File: config.mk
export PLATFORM = sky130hd
export DESIGN_NAME = tank_select
export DESIGN_NICKNAME = d
export VERILOG_FILES = /design/src/rtl/tank_select.sv
export SDC_FILE = /design/constraint.sdc
export NUM_CORES = 1
export LEC_CHECK = 0
export BUFFER_PORTS_ARGS = -buffer_cell sky130_fd_sc_hd__buf_2
export CAP_MARGIN = 5
export CORE_AREA = 2 2 68 70
export DETAILED_ROUTE_END_ITERATION = 8
export DIE_AREA = 0 0 70 72
export GPL_TIMING_DRIVEN = 0
export SYNTH_ARGS = -nofsm -noshare
export SYNTH_HDL_FRONTEND = slang
export SYNTH_SLANG_ARGS = --single-unit
File: constraint.sdc
create_clock -name clk -period 2.2 [get_ports clk]
set_clock_uncertainty 0.15 [all_clocks]
set_input_delay 0.44 -clock clk [delete_from_list [all_inputs] [get_ports clk]]
set_output_delay 0.44 -clock clk [all_outputs]
set_load 0.01 [all_outputs]
File: src/rtl/tank_select.sv
// Tank-number flashing unit: holds the tank address, word position and length/odd flags
// across Stage I (SCT) and Stage II (order), and drives the one-hot tank select and word window.
module tank_select #(
    parameter int ADDR_W       = 5,
    parameter int NUM_TANKS    = 32,
    parameter int POS_W        = 4,
    parameter int MINOR_CYCLES = 16
) (
    input  logic                 clk,
    input  logic                 rst_n,
    input  logic                 mc_tick,
    input  logic                 sct_load,
    input  logic                 ord_load,
    input  logic [ADDR_W-1:0]    ld_addr,
    input  logic [POS_W-1:0]     ld_pos,
    input  logic                 ld_long,
    input  logic                 ld_odd,
    input  logic                 end_stage1,
    input  logic                 epsep,
    output logic [ADDR_W-1:0]    tank_addr,
    output logic [NUM_TANKS-1:0] tank_sel,
    output logic [POS_W-1:0]     word_pos,
    output logic                 long_word,
    output logic                 odd_half,
    output logic [1:0]           stage,
    output logic                 word_window,
    output logic [POS_W-1:0]     mc_cnt,
    output logic                 seq_err,
    output logic                 range_err
);

    typedef enum logic [1:0] {
        ST_IDLE     = 2'd0,
        ST_FETCH    = 2'd1,
        ST_WAIT_ORD = 2'd2,
        ST_EXEC     = 2'd3
    } state_t;

    state_t              state_q, state_d;
    logic [ADDR_W-1:0]   addr_q, addr_d;
    logic [POS_W-1:0]    pos_q, pos_d;
    logic                long_q, long_d;
    logic                odd_q, odd_d;
    logic [POS_W-1:0]    mc_cnt_q, mc_cnt_d;
    logic                seq_err_q, seq_err_d;
    logic                range_err_q, range_err_d;

    logic                addr_ok;
    logic                do_load;
    logic                do_clear;
    logic                active;
    logic [POS_W-1:0]    pos_next;

    assign addr_ok = (32'(ld_addr) < 32'(NUM_TANKS));
    assign active  = (state_q == ST_FETCH) || (state_q == ST_EXEC);

    always_comb begin
        state_d     = state_q;
        seq_err_d   = 1'b0;
        range_err_d = 1'b0;
        do_load     = 1'b0;
        do_clear    = 1'b0;
        case (state_q)
            ST_IDLE: begin
                if (ord_load) seq_err_d = 1'b1;
                if (sct_load) begin
                    if (addr_ok) begin
                        do_load = 1'b1;
                        state_d = ST_FETCH;
                    end else begin
                        range_err_d = 1'b1;
                    end
                end
            end
            ST_FETCH: begin
                if (sct_load) seq_err_d = 1'b1;
                if (end_stage1) begin
                    do_clear = 1'b1;
                    state_d  = ST_WAIT_ORD;
                    // An order arriving with the end-of-stage pulse is a legal back-to-back load
                    if (ord_load) begin
                        if (addr_ok) begin
                            do_load = 1'b1;
                            state_d = ST_EXEC;
                        end else begin
                            range_err_d = 1'b1;
                        end
                    end
                end else if (ord_load) begin
                    seq_err_d = 1'b1;
                end
            end
            ST_WAIT_ORD: begin
                if (sct_load) seq_err_d = 1'b1;
                if (ord_load) begin
                    if (addr_ok) begin
                        do_load = 1'b1;
                        state_d = ST_EXEC;
                    end else begin
                        range_err_d = 1'b1;
                    end
                end
            end
            default: begin
                if (ord_load) seq_err_d = 1'b1;
                if (epsep) begin
                    do_clear = 1'b1;
                    state_d  = ST_IDLE;
                    if (sct_load) begin
                        if (addr_ok) begin
                            do_load = 1'b1;
                            state_d = ST_FETCH;
                        end else begin
                            range_err_d = 1'b1;
                        end
                    end
                end else if (sct_load) begin
                    seq_err_d = 1'b1;
                end
            end
        endcase
    end

    // Load takes priority over the clear when both act in the same cycle
    always_comb begin
        addr_d = addr_q;
        pos_d  = pos_q;
        long_d = long_q;
        odd_d  = odd_q;
        if (do_clear) begin
            addr_d = '0;
            pos_d  = '0;
            long_d = 1'b0;
            odd_d  = 1'b0;
        end
        if (do_load) begin
            addr_d = ld_addr;
            pos_d  = ld_pos;
            long_d = ld_long;
            odd_d  = ld_odd;
        end
    end

    always_comb begin
        mc_cnt_d = mc_cnt_q;
        if (mc_tick) begin
            if (32'(mc_cnt_q) >= 32'(MINOR_CYCLES - 1)) mc_cnt_d = '0;
            else                                       mc_cnt_d = mc_cnt_q + 1'b1;
        end
    end

    always_ff @(posedge clk or negedge rst_n) begin
        if (!rst_n) begin
            state_q     <= ST_IDLE;
            addr_q      <= '0;
            pos_q       <= '0;
            long_q      <= 1'b0;
            odd_q       <= 1'b0;
            mc_cnt_q    <= '0;
            seq_err_q   <= 1'b0;
            range_err_q <= 1'b0;
        end else begin
            state_q     <= state_d;
            addr_q      <= addr_d;
            pos_q       <= pos_d;
            long_q      <= long_d;
            odd_q       <= odd_d;
            mc_cnt_q    <= mc_cnt_d;
            seq_err_q   <= seq_err_d;
            range_err_q <= range_err_d;
        end
    end

    genvar gi;
    generate
        for (gi = 0; gi < NUM_TANKS; gi++) begin : g_sel
            assign tank_sel[gi] = active && (addr_q == ADDR_W'(gi));
        end
    endgenerate

    // A long word occupies two consecutive minor cycles, wrapping at the major-cycle boundary
    assign pos_next    = POS_W'((32'(pos_q) + 32'd1) % 32'(MINOR_CYCLES));
    assign word_window = active && ((mc_cnt_q == pos_q) || (long_q && (mc_cnt_q == pos_next)));

    assign tank_addr = addr_q;
    assign word_pos  = pos_q;
    assign long_word = long_q;
    assign odd_half  = odd_q;
    assign stage     = state_q;
    assign mc_cnt    = mc_cnt_q;
    assign seq_err   = seq_err_q;
    assign range_err = range_err_q;

endmodule

==> results.toml, run 1 <==
[timing]
min_period_ns = 2.22
hold_violations = 0
rsz0062_at_grt = "yes"
post-route-period-util_pct = 101
max_freq_ghz = 0.451
final_max_slew_viol_count = 0
postLayoutSetupSlackWorst_ns = -0.0169
tns_ns = -0.0169
finalSetupViolCount = 1

[setup_path]
r2r-start = "stage[0]"
slowest_stage = "dfrtp_1"
cpPeakStageDelay_ns = 0.40
start_kind = "flip-flop"
worstSetupPathType = "reg2out"
path_cells = "buf_6 -> ha_4 -> nor2_4 -> nand4b_1 -> nor3_1 -> o21bai_1 -> buf_2"
cp-end-kind = "output pin"
crit_start = "stage[0]"
crit_fanout = 4
path_buf_inv = 2
timing.critical_path.required_ns = 1.61
crit_arrival_ns = 1.63
critPathTopFamily = "flip-flops"

[global_routing]
grt_overflow = 0
grt_pass1_wl_mm = 5.84
antenna_found_initial = 0
grt_max_degree = 19
grt_usage_pct = 14.0
grt_pass1_vias = 1319

[clock_tree]
clk_pin_slew_worst_paths_ns = 0.07
h-tree-depth = 1
clock-sinks = 18
tritoncts = "built"
clk-insertion-delay-late_ns = 0.24
clock-root-buffer = "clkbuf_8"
cts_buffer_depth = 2
cts_buffers = 3

[power_and_ir_drop]
p_int_mw = 1.31
p_leak_nw = 0.941
ir_worst_vdd_mv = 0.609
total_power_mw = 2.49
switching_share_pct = 47.5
power_frac_comb_pct = 63.5
clockPowerShare_pct = 9.0
power_frac_seq_pct = 27.5
power.density_mw_per_mm2 = 1340
switching_power_mw = 1.18

[drt]
vias_per_cell = 4.59
wire_per_inst_um = 11.9
drc_errors = 0
totalWireLength_mm = 3.54
drtAntennaViolNets = 0
drtPass1Iterations = 4
vias = 1364
drt_iter0_markers = 23

[place]
port-buffer-count = 68
dp.final_hpwl_mm = 2.62
finalWeightedCongestion = 0.825

[die]
dieWidth_um = 70
rows = 24
die_area_mm2 = 0.00504
ios = 70
die_y_um = 72
core_area_mm2 = 0.00426
start_util_pct = 29.1

[logic_synthesis]
ys_seq_elements = 18
synth-compound-area-share_pct = 13.8
synth_fa_ha_area_share_pct = 6.04
ys_warn_count = 0
synth_cells = 166
synth.distinct_cells = 31
synth.area.mux_share_pct = 1.71
syn_nets = 190
yosysSeqAreaShare_pct = 36.3
yosys.area_share.simple_pct = 30.7
synth_xor_area_share_pct = 5.64
syn-mean-instance-area_um2 = 7.48
synth_top_family_by_area = "simple AND/OR/NAND/NOR gates"
synth_area_mm2 = 0.00124

[cells_and_area]
antenna_cells = 0
final_common_cell = "buf_2"
synthToLayoutAreaGrowth_pct = 49.6
drive_gt1_share_pct = 44.5
final_cell_mix = "69 x buf_2, 29 x nor2_1, 27 x nand2_1"
nets = 271

[min_path]
timing.hold.worst.start = "ld_addr[1]"
hp-class = "in2reg"

[status]
violations = "setup timing"
outcome = "complete, but fails checks"

[job]
drv_cap = 0
-- state kept, by name, summed over array words and instances (netlist names) --
| signal | cells |
|---|---|
| word_pos | 4 |
| long_word | 1 |
| tank_addr | 5 |
| seq_err | 1 |
| stage | 2 |
| mc_cnt | 4 |
| odd_half | 1 |
-- cell usage after synthesis --
cell type  number  area (µm²)
buf_2           1        5.00
xnor2_1         5        43.8
inv_1           6        22.5
and3b_1         1        8.76
nand3_1         6        30.0
nand2b_1        2        12.5
a2111oi_2       1        15.0
dfrtp_1        18         450
a21oi_1         6        30.0
nor2b_1         5        31.3
xor2_1          3        26.3
o21bai_1        1        7.51
o21ai_0         4        20.0
nand4b_1        1        8.76
o311ai_0        1        8.76
nor4_1          1        6.26
ha_1            6        75.1
nand2_1        33         124
buf_1           3        11.3
a2111oi_0       1        8.76
o21ai_1        13        65.1
nor3_1          1        5.00
nor2_1         36         135
buf_4           4        30.0
o32ai_2         1        16.3
or2_2           1        6.26
nand3b_1        1        7.51
mux2_2          1        11.3
mux2i_1         1        10.0
conb_1          1        3.75
nand4_1         1        6.26
-- through the flow --
stage               cells  instance area, µm²  util (%)  hold slack [ns]  worst slack (ns)
floorplan             166                1240         -         -0.00559             0.196
global placement      286                1650      38.6            0.252           -0.0603
detailed placement    286                1650      38.6            0.259           -0.0568
CTS                   295                1770      41.6            0.245           -0.0248
global route          297                1860      43.6            0.253           -0.0965
finish                297                1860      43.6            0.255           -0.0169
-- power by group through the flow --
stage          sequential, mW  clock (mW)  combinational (mW)
2_1_floorplan           0.711           0               0.857
5_1_grt                 0.713       0.249                1.75
3_3_place_gp            0.675           0                1.31
6_report                0.683       0.224                1.58
3_5_place_dp            0.679           0                1.32
4_1_cts                 0.661       0.236                1.47
-- what timing repair did --
action | 4_1_cts | 5_1_grt
gates resized for setup | 11 | 18
buffers inserted | 5 | 3
hold buffers | 1 | 0
setup endpoints to repair | 33 | 33
pin swaps | 2 | 6
endpoints found under the hold margin | 18 | 0
-- kinds of logic (layout without fill, tap and decap cells) --
logic type | after synthesis | in the layout
AND/OR/NAND/NOR | 89 | 89
multiplexers | 2 | 2
XOR/XNOR | 8 | 8
AO/OA/AOI/OAI | 28 | 28
flip-flops | 18 | 18
buffers and inverters | 14 | 93
adder cells (fa/ha/maj) | 6 | 6
other | 1 | 1
-- worst min-delay path, cell delays in order --
cell	delay [ns]
buf_2	0.08
nand2_1	0.04
o21ai_1	0.06
-- metal layers --
metal	global-route usage [%]	part of all wire [%]	up-vias
met5	0	0	-
met4	4.27	1.2	0
met3	2.92	7.4	4
met2	26.1	48	59
met1	16.0	43	599
li1	-	-	702
-- path summary, 6_finish.rpt --
kind | end | slack, ns | cells past startpoint
hold / removal | tank_addr[1] | 0.25 | 3
max in group asynchronous | word_pos[1] | 1.05 | 2
setup reg to reg | word_pos[1] | 0.23 | 9
hold reg to reg | odd_half | 0.37 | 2
min in group asynchronous | mc_cnt[1] | 0.52 | 2
setup / recovery | word_window | -0.02 | 7
-- final cells by class --
cell class | instances | area, µm²
well taps | 52 | 65.1
plain buffers | 7 | 38.8
clock buffers | 3 | 41.3
multi-input cells | 134 | 826
repair buffers | 77 | 414
fillers | 442 | 2400
inverters | 6 | 22.5
flip-flops and latches | 18 | 452
Note: power is estimated with default switching activity, not from simulation.
==> run 2: changes to the inputs <==
Settings changed: ABC_AREA set to 1, CORE_AREA 2 2 68 70 to 2 2 57 59, DIE_AREA 0 0 70 72 to 0 0 59 61, PLACE_DENSITY set to 0.79.
==> results.toml, run 2 <==
[global_routing]
grt_pass1_wl_mm = 5.25
grt_usage_pct = 18.7
grt_overflow = 0
grt_max_degree = 19
antenna_found_initial = 0
grt_pass1_vias = 1203

[timing]
max_freq_ghz = 0.455
tns_ns = 0
min_period_ns = 2.20
finalSetupViolCount = 0
hold_violations = 0
final_max_slew_viol_count = 0
postLayoutSetupSlackWorst_ns = 0.000269
post-route-period-util_pct = 100
rsz0062_at_grt = "yes"

[job]
drv_cap = 0

[logic_synthesis]
synth-main-ff-cell = "dfrtp_1"
synth_top_family_by_area = "simple AND/OR/NAND/NOR gates"
synthTopCellsByArea = "dfrtp_1 34%, nand2_1 19%, nor2_1 13%"
synth_cells = 203
synth_xor_area_share_pct = 1.34
ys_seq_elements = 18
synth.distinct_cells = 19
synthTopCellsByCount = "67 x nand2_1, 44 x nor2_1, 18 x dfrtp_1, 16 x inv_1, 13 x nand3_1"
syn_nets = 227
synth_area_mm2 = 0.00131
async_reset_ff_share_pct = 100
yosysMostFrequentCell = "nand2_1"
synth-compound-area-share_pct = 10.2
netlist.area_leader.share_pct = 34.5
post-synth-top-area-cell = "dfrtp_1"
ys_warn_count = 0
yosysSeqAreaShare_pct = 34.5
synth_fa_ha_area_share_pct = 5.75
yosys.area_share.simple_pct = 39.1
synth.area.mux_share_pct = 0
synth-edff-count = 0
syn-mean-instance-area_um2 = 6.43

[die]
rows = 20
die_y_um = 61
ios = 70
dieWidth_um = 59
core_area_mm2 = 0.00295
start_util_pct = 44.2
die_area_mm2 = 0.00360

[clock_tree]
clk_pin_slew_worst_paths_ns = 0.12
clock-root-buffer = "clkbuf_4"
cts_buffers = 3
tritoncts = "built"
clk-insertion-delay-late_ns = 0.30
cts_buffer_depth = 2
clock-sinks = 18
h-tree-depth = 1

[drt]
drt_iter0_markers = 89
drtAntennaViolNets = 0
vias_per_cell = 4.96
vias = 1607
wire_per_inst_um = 11.9
drc_errors = 0
totalWireLength_mm = 3.86
drtPass1Iterations = 4

[setup_path]
start_kind = "flip-flop"
path_depth = 7
crit_arrival_ns = 1.61
path_cells = "ha_4 -> nor2_4 -> inv_2 -> nand2_4 -> buf_6 -> nor2_1 -> buf_2"
path_buf_inv = 3
crit_fanout = 5
reg2regPathDepth = 8
critPathTopFamily = "flip-flops"
slowest_stage = "dfrtp_2"
worstSetupPathType = "reg2out"
cp-end-kind = "output pin"
cpPeakStageDelay_ns = 0.48
timing.critical_path.required_ns = 1.61

[min_path]
hold_depth = 3
hp-class = "in2reg"

[power_and_ir_drop]
power.density_mw_per_mm2 = 1390
ir_worst_vdd_mv = 0.801
p_leak_nw = 1.11

[status]
outcome = "completed"

[place]
port-buffer-count = 68
dp_slack_ns = 0.0126
dp.final_hpwl_mm = 2.61
finalWeightedCongestion = 0.871

[cells_and_area]
nets = 316
drive_gt1_share_pct = 46.0
largest_reg_flops = 5
final_cell_mix = "66 x buf_2, 65 x nand2_1, 31 x nor2_1"
final_common_cell = "buf_2"
utilization_pct = 68.2
synthToLayoutAreaGrowth_pct = 54.2
antenna_cells = 0
run 2: what timing repair did:
| action | 4_1_cts | 5_1_grt |
|---|---|---|
| resized for setup | 19 | 25 |
| endpoints found under the setup margin | 33 | 21 |
| pin swaps | 0 | 5 |
| hold endpoints to repair | 18 | 0 |
| hold buffers | 1 | 0 |
| gates cloned | 0 | 2 |
| setup buffers | 4 | 9 |
run 2: cell type report:
| class | count | area [µm²] |
|---|---|---|
| fill | 261 | 938 |
| buffer | 4 | 37.5 |
| sequential | 18 | 455 |
| timing repair buffer | 84 | 499 |
| clock buffer | 4 | 36.3 |
| inverter | 24 | 90.1 |
| tap | 33 | 41.3 |
| multi-input combinational | 157 | 855 |
run 2: cells by family (layout without fill, tap and decap cells):
kind of cell             Yosys count  in the layout
AND/OR/NAND/NOR                  128            128
buffers and inverters             28            116
AO/OA/AOI/OAI                     20             20
flip-flops                        18             18
adder cells (fa/ha/maj)            6              6
XOR/XNOR                           2              2
other                              1              1
run 2: path summary, 6_finish.rpt:
| path | from | slack, ns | endpoint |
|---|---|---|---|
| worst max-delay path | stage[0] | 0.0003 | tank_sel[4] |
| worst min-delay path | ld_pos[2] | 0.18 | word_pos[2] |
| worst max register to register | stage[0] | 0.34 | tank_addr[4] |
| worst min register to register | odd_half | 0.38 | odd_half |
| max in group asynchronous | rst_n | 1.14 | stage[1] |
| min in group asynchronous | rst_n | 0.43 | word_pos[3] |
run 2: worst min-delay path, cell delays in order:
cell and delay, ns:
buf_2 0.08, nand2_1 0.05, o21ai_2 0.04
run 2: per-layer routing:
metal  global-route usage, %  wire, µm  up-vias  part of all wire (%)
met5                       0         0        -                     0
met2                    31.9      2020       43                    52
met3                    2.35       174        4                   4.5
li1                        -         -      812                     -
met1                    25.7      1630      748                    42
met4                    3.90        35        0                  0.91
run 2: through the flow:
step           hold WS (ns)  cells  total power, mW  cell area [µm²]
6_report              0.184    324             2.80             2010
2_1_floorplan      -0.00559    203             1.66             1310
4_1_cts               0.184    313             2.49             1850
5_1_grt               0.188    324             3.03             2010
3_5_place_dp          0.245    304             2.08             1690
3_3_place_gp          0.242    304             2.07             1690
run 2: power breakdown:
group	internal [mW]	switching, mW
Clock	0.101	0.111
Sequential	0.487	0.191
Combinational	0.802	1.11
Total	1.39	1.41
==> run 3: changes to the inputs <==
Settings changed: CELL_PAD_IN_SITES_DETAIL_PLACEMENT set to 1, CELL_PAD_IN_SITES_GLOBAL_PLACEMENT set to 1, CORE_AREA 2 2 57 59 to 2 2 71 73, DIE_AREA 0 0 59 61 to 0 0 73 75, PLACE_DENSITY 0.79 to not set, PLACE_DENSITY_LB_ADDON set to 0.1.
==> results.toml, run 3 (synthesis results as in run 2) <==
[status]
outcome = "completed"

[timing]
rsz0062_at_grt = "yes"
final_max_slew_viol_count = 0
finalSetupViolCount = 0
hold_ws_ns = 0.241
min_period_ns = 2.18
max_freq_ghz = 0.460
post-route-period-util_pct = 98.9
hold_violations = 0
tns_ns = 0
postLayoutSetupSlackWorst_ns = 0.0245

[clock_tree]
h-tree-depth = 1
cts_buffer_depth = 2
clk_pin_slew_worst_paths_ns = 0.07
clock-root-buffer = "clkbuf_8"
tritoncts = "built"
clk-insertion-delay-late_ns = 0.25
cts_buffers = 3
clock-sinks = 18

[place]
dp.final_hpwl_mm = 3.35
finalWeightedCongestion = 0.737
port-buffer-count = 68
dpl_cell_area_mm2 = 0.00171
dp.cells = 325
dp_slack_ns = -0.112

[setup_path]
start_kind = "flip-flop"
timing.critical_path.required_ns = 1.61
cp-end-kind = "output pin"
crit_start = "stage[1]"
crit_arrival_ns = 1.59
crit_fanout = 10
r2r-start = "stage[0]"
worstSetupPathType = "reg2out"

[min_path]
timing.hold.worst.start = "ld_long"
hp-class = "in2reg"

[global_routing]
grt_pass1_wl_mm = 6.75
antenna_found_initial = 0
grt_overflow = 0
grt_pass1_vias = 1439
grt_usage_pct = 15.7
grt_max_degree = 19

[cells_and_area]
largest_reg_flops = 5
nets = 309
final_common_cell = "buf_2"
postLayoutCellArea_mm2 = 0.00193
final_cell_mix = "68 x buf_2, 64 x nand2_1, 38 x nor2_1"
utilization_pct = 41.5
fin_cells = 337
drive_gt1_share_pct = 41.7
antenna_cells = 0
synthToLayoutAreaGrowth_pct = 48.0

[drt]
drtPass1Iterations = 4
vias_per_cell = 4.61
totalWireLength_mm = 4.27
vias = 1552
drtAntennaViolNets = 0
drt_iter0_markers = 34
wire_per_inst_um = 12.7
drc_errors = 0

[job]
drv_cap = 0

[power_and_ir_drop]
total_power_mw = 2.66
switching_power_mw = 1.35
switching_share_pct = 50.9
p_int_mw = 1.31
ir_worst_vdd_mv = 0.566
p_leak_nw = 1.08
power.density_mw_per_mm2 = 1380
power_frac_seq_pct = 25.4
clockPowerShare_pct = 8.7
power_frac_comb_pct = 65.9

[die]
dieWidth_um = 73
start_util_pct = 28.0
die_area_mm2 = 0.00548
die_y_um = 75
ios = 70
rows = 25
core_area_mm2 = 0.00466
## run 3: cell types whose count changed in the layout (fill, tap and decap cells not counted), moves of 3 or more
cell	change
buf_4	-3
buf_6	-7
clkbuf_4	-3
nor2_1	+7
nor2_2	-5
## run 3: worst paths after layout
path / endpoint / slack [ns] / cells past startpoint
max: tank_sel[29] / 0.02 / 8
max reg2reg: tank_addr[2] / 0.46 / 10
max in group asynchronous: stage[0] / 1.06 / 2
min in group asynchronous: mc_cnt[1] / 0.51 / 2
min: long_word / 0.24 / 3
min reg2reg: odd_half / 0.35 / 2
## run 3: what timing repair did
action                     4_1_cts  5_1_grt
setup endpoints to repair       33       21
cloned                           0        0
gates resized for setup         19       10
hold buffers                     1        0
setup buffers                    3        5
pin swaps                        1        0
hold endpoints to repair        18        0
## run 3: layout make-up
class                      instances  area, µm²
fill                             644       2730
multi-input combinational        157        825
sequential                        18        454
timing repair buffer              77        410
inverter                          24       90.1
tap                               54       67.6
buffer                             4       45.0
clock buffer                       3       41.3
## run 3: routing by layer
layer  global-route usage (%)  part of all wire, %
met5                        0                    0
met1                     20.8                   44
met4                     1.23                    0
met3                     3.61                  4.6
met2                     27.2                   52
## run 3: power groups by stage
stage	Clock, mW	Sequential, mW	Combinational (mW)
after detailed placement	0	0.671	1.49
after floorplan	0	0.703	0.960
after global routing	0.252	0.707	2.01
after CTS	0.246	0.683	1.66
after global placement	0	0.665	1.47
final	0.230	0.677	1.75
## run 3: critical path, cell delays in order (launching register included)
cell and delay, ns:
dfrtp_2 0.45, inv_2 0.10, ha_4 0.15, nor2_4 0.04, inv_2 0.09, nand2_4 0.09
buf_8 0.15, nor2_1 0.12, buf_2 0.15
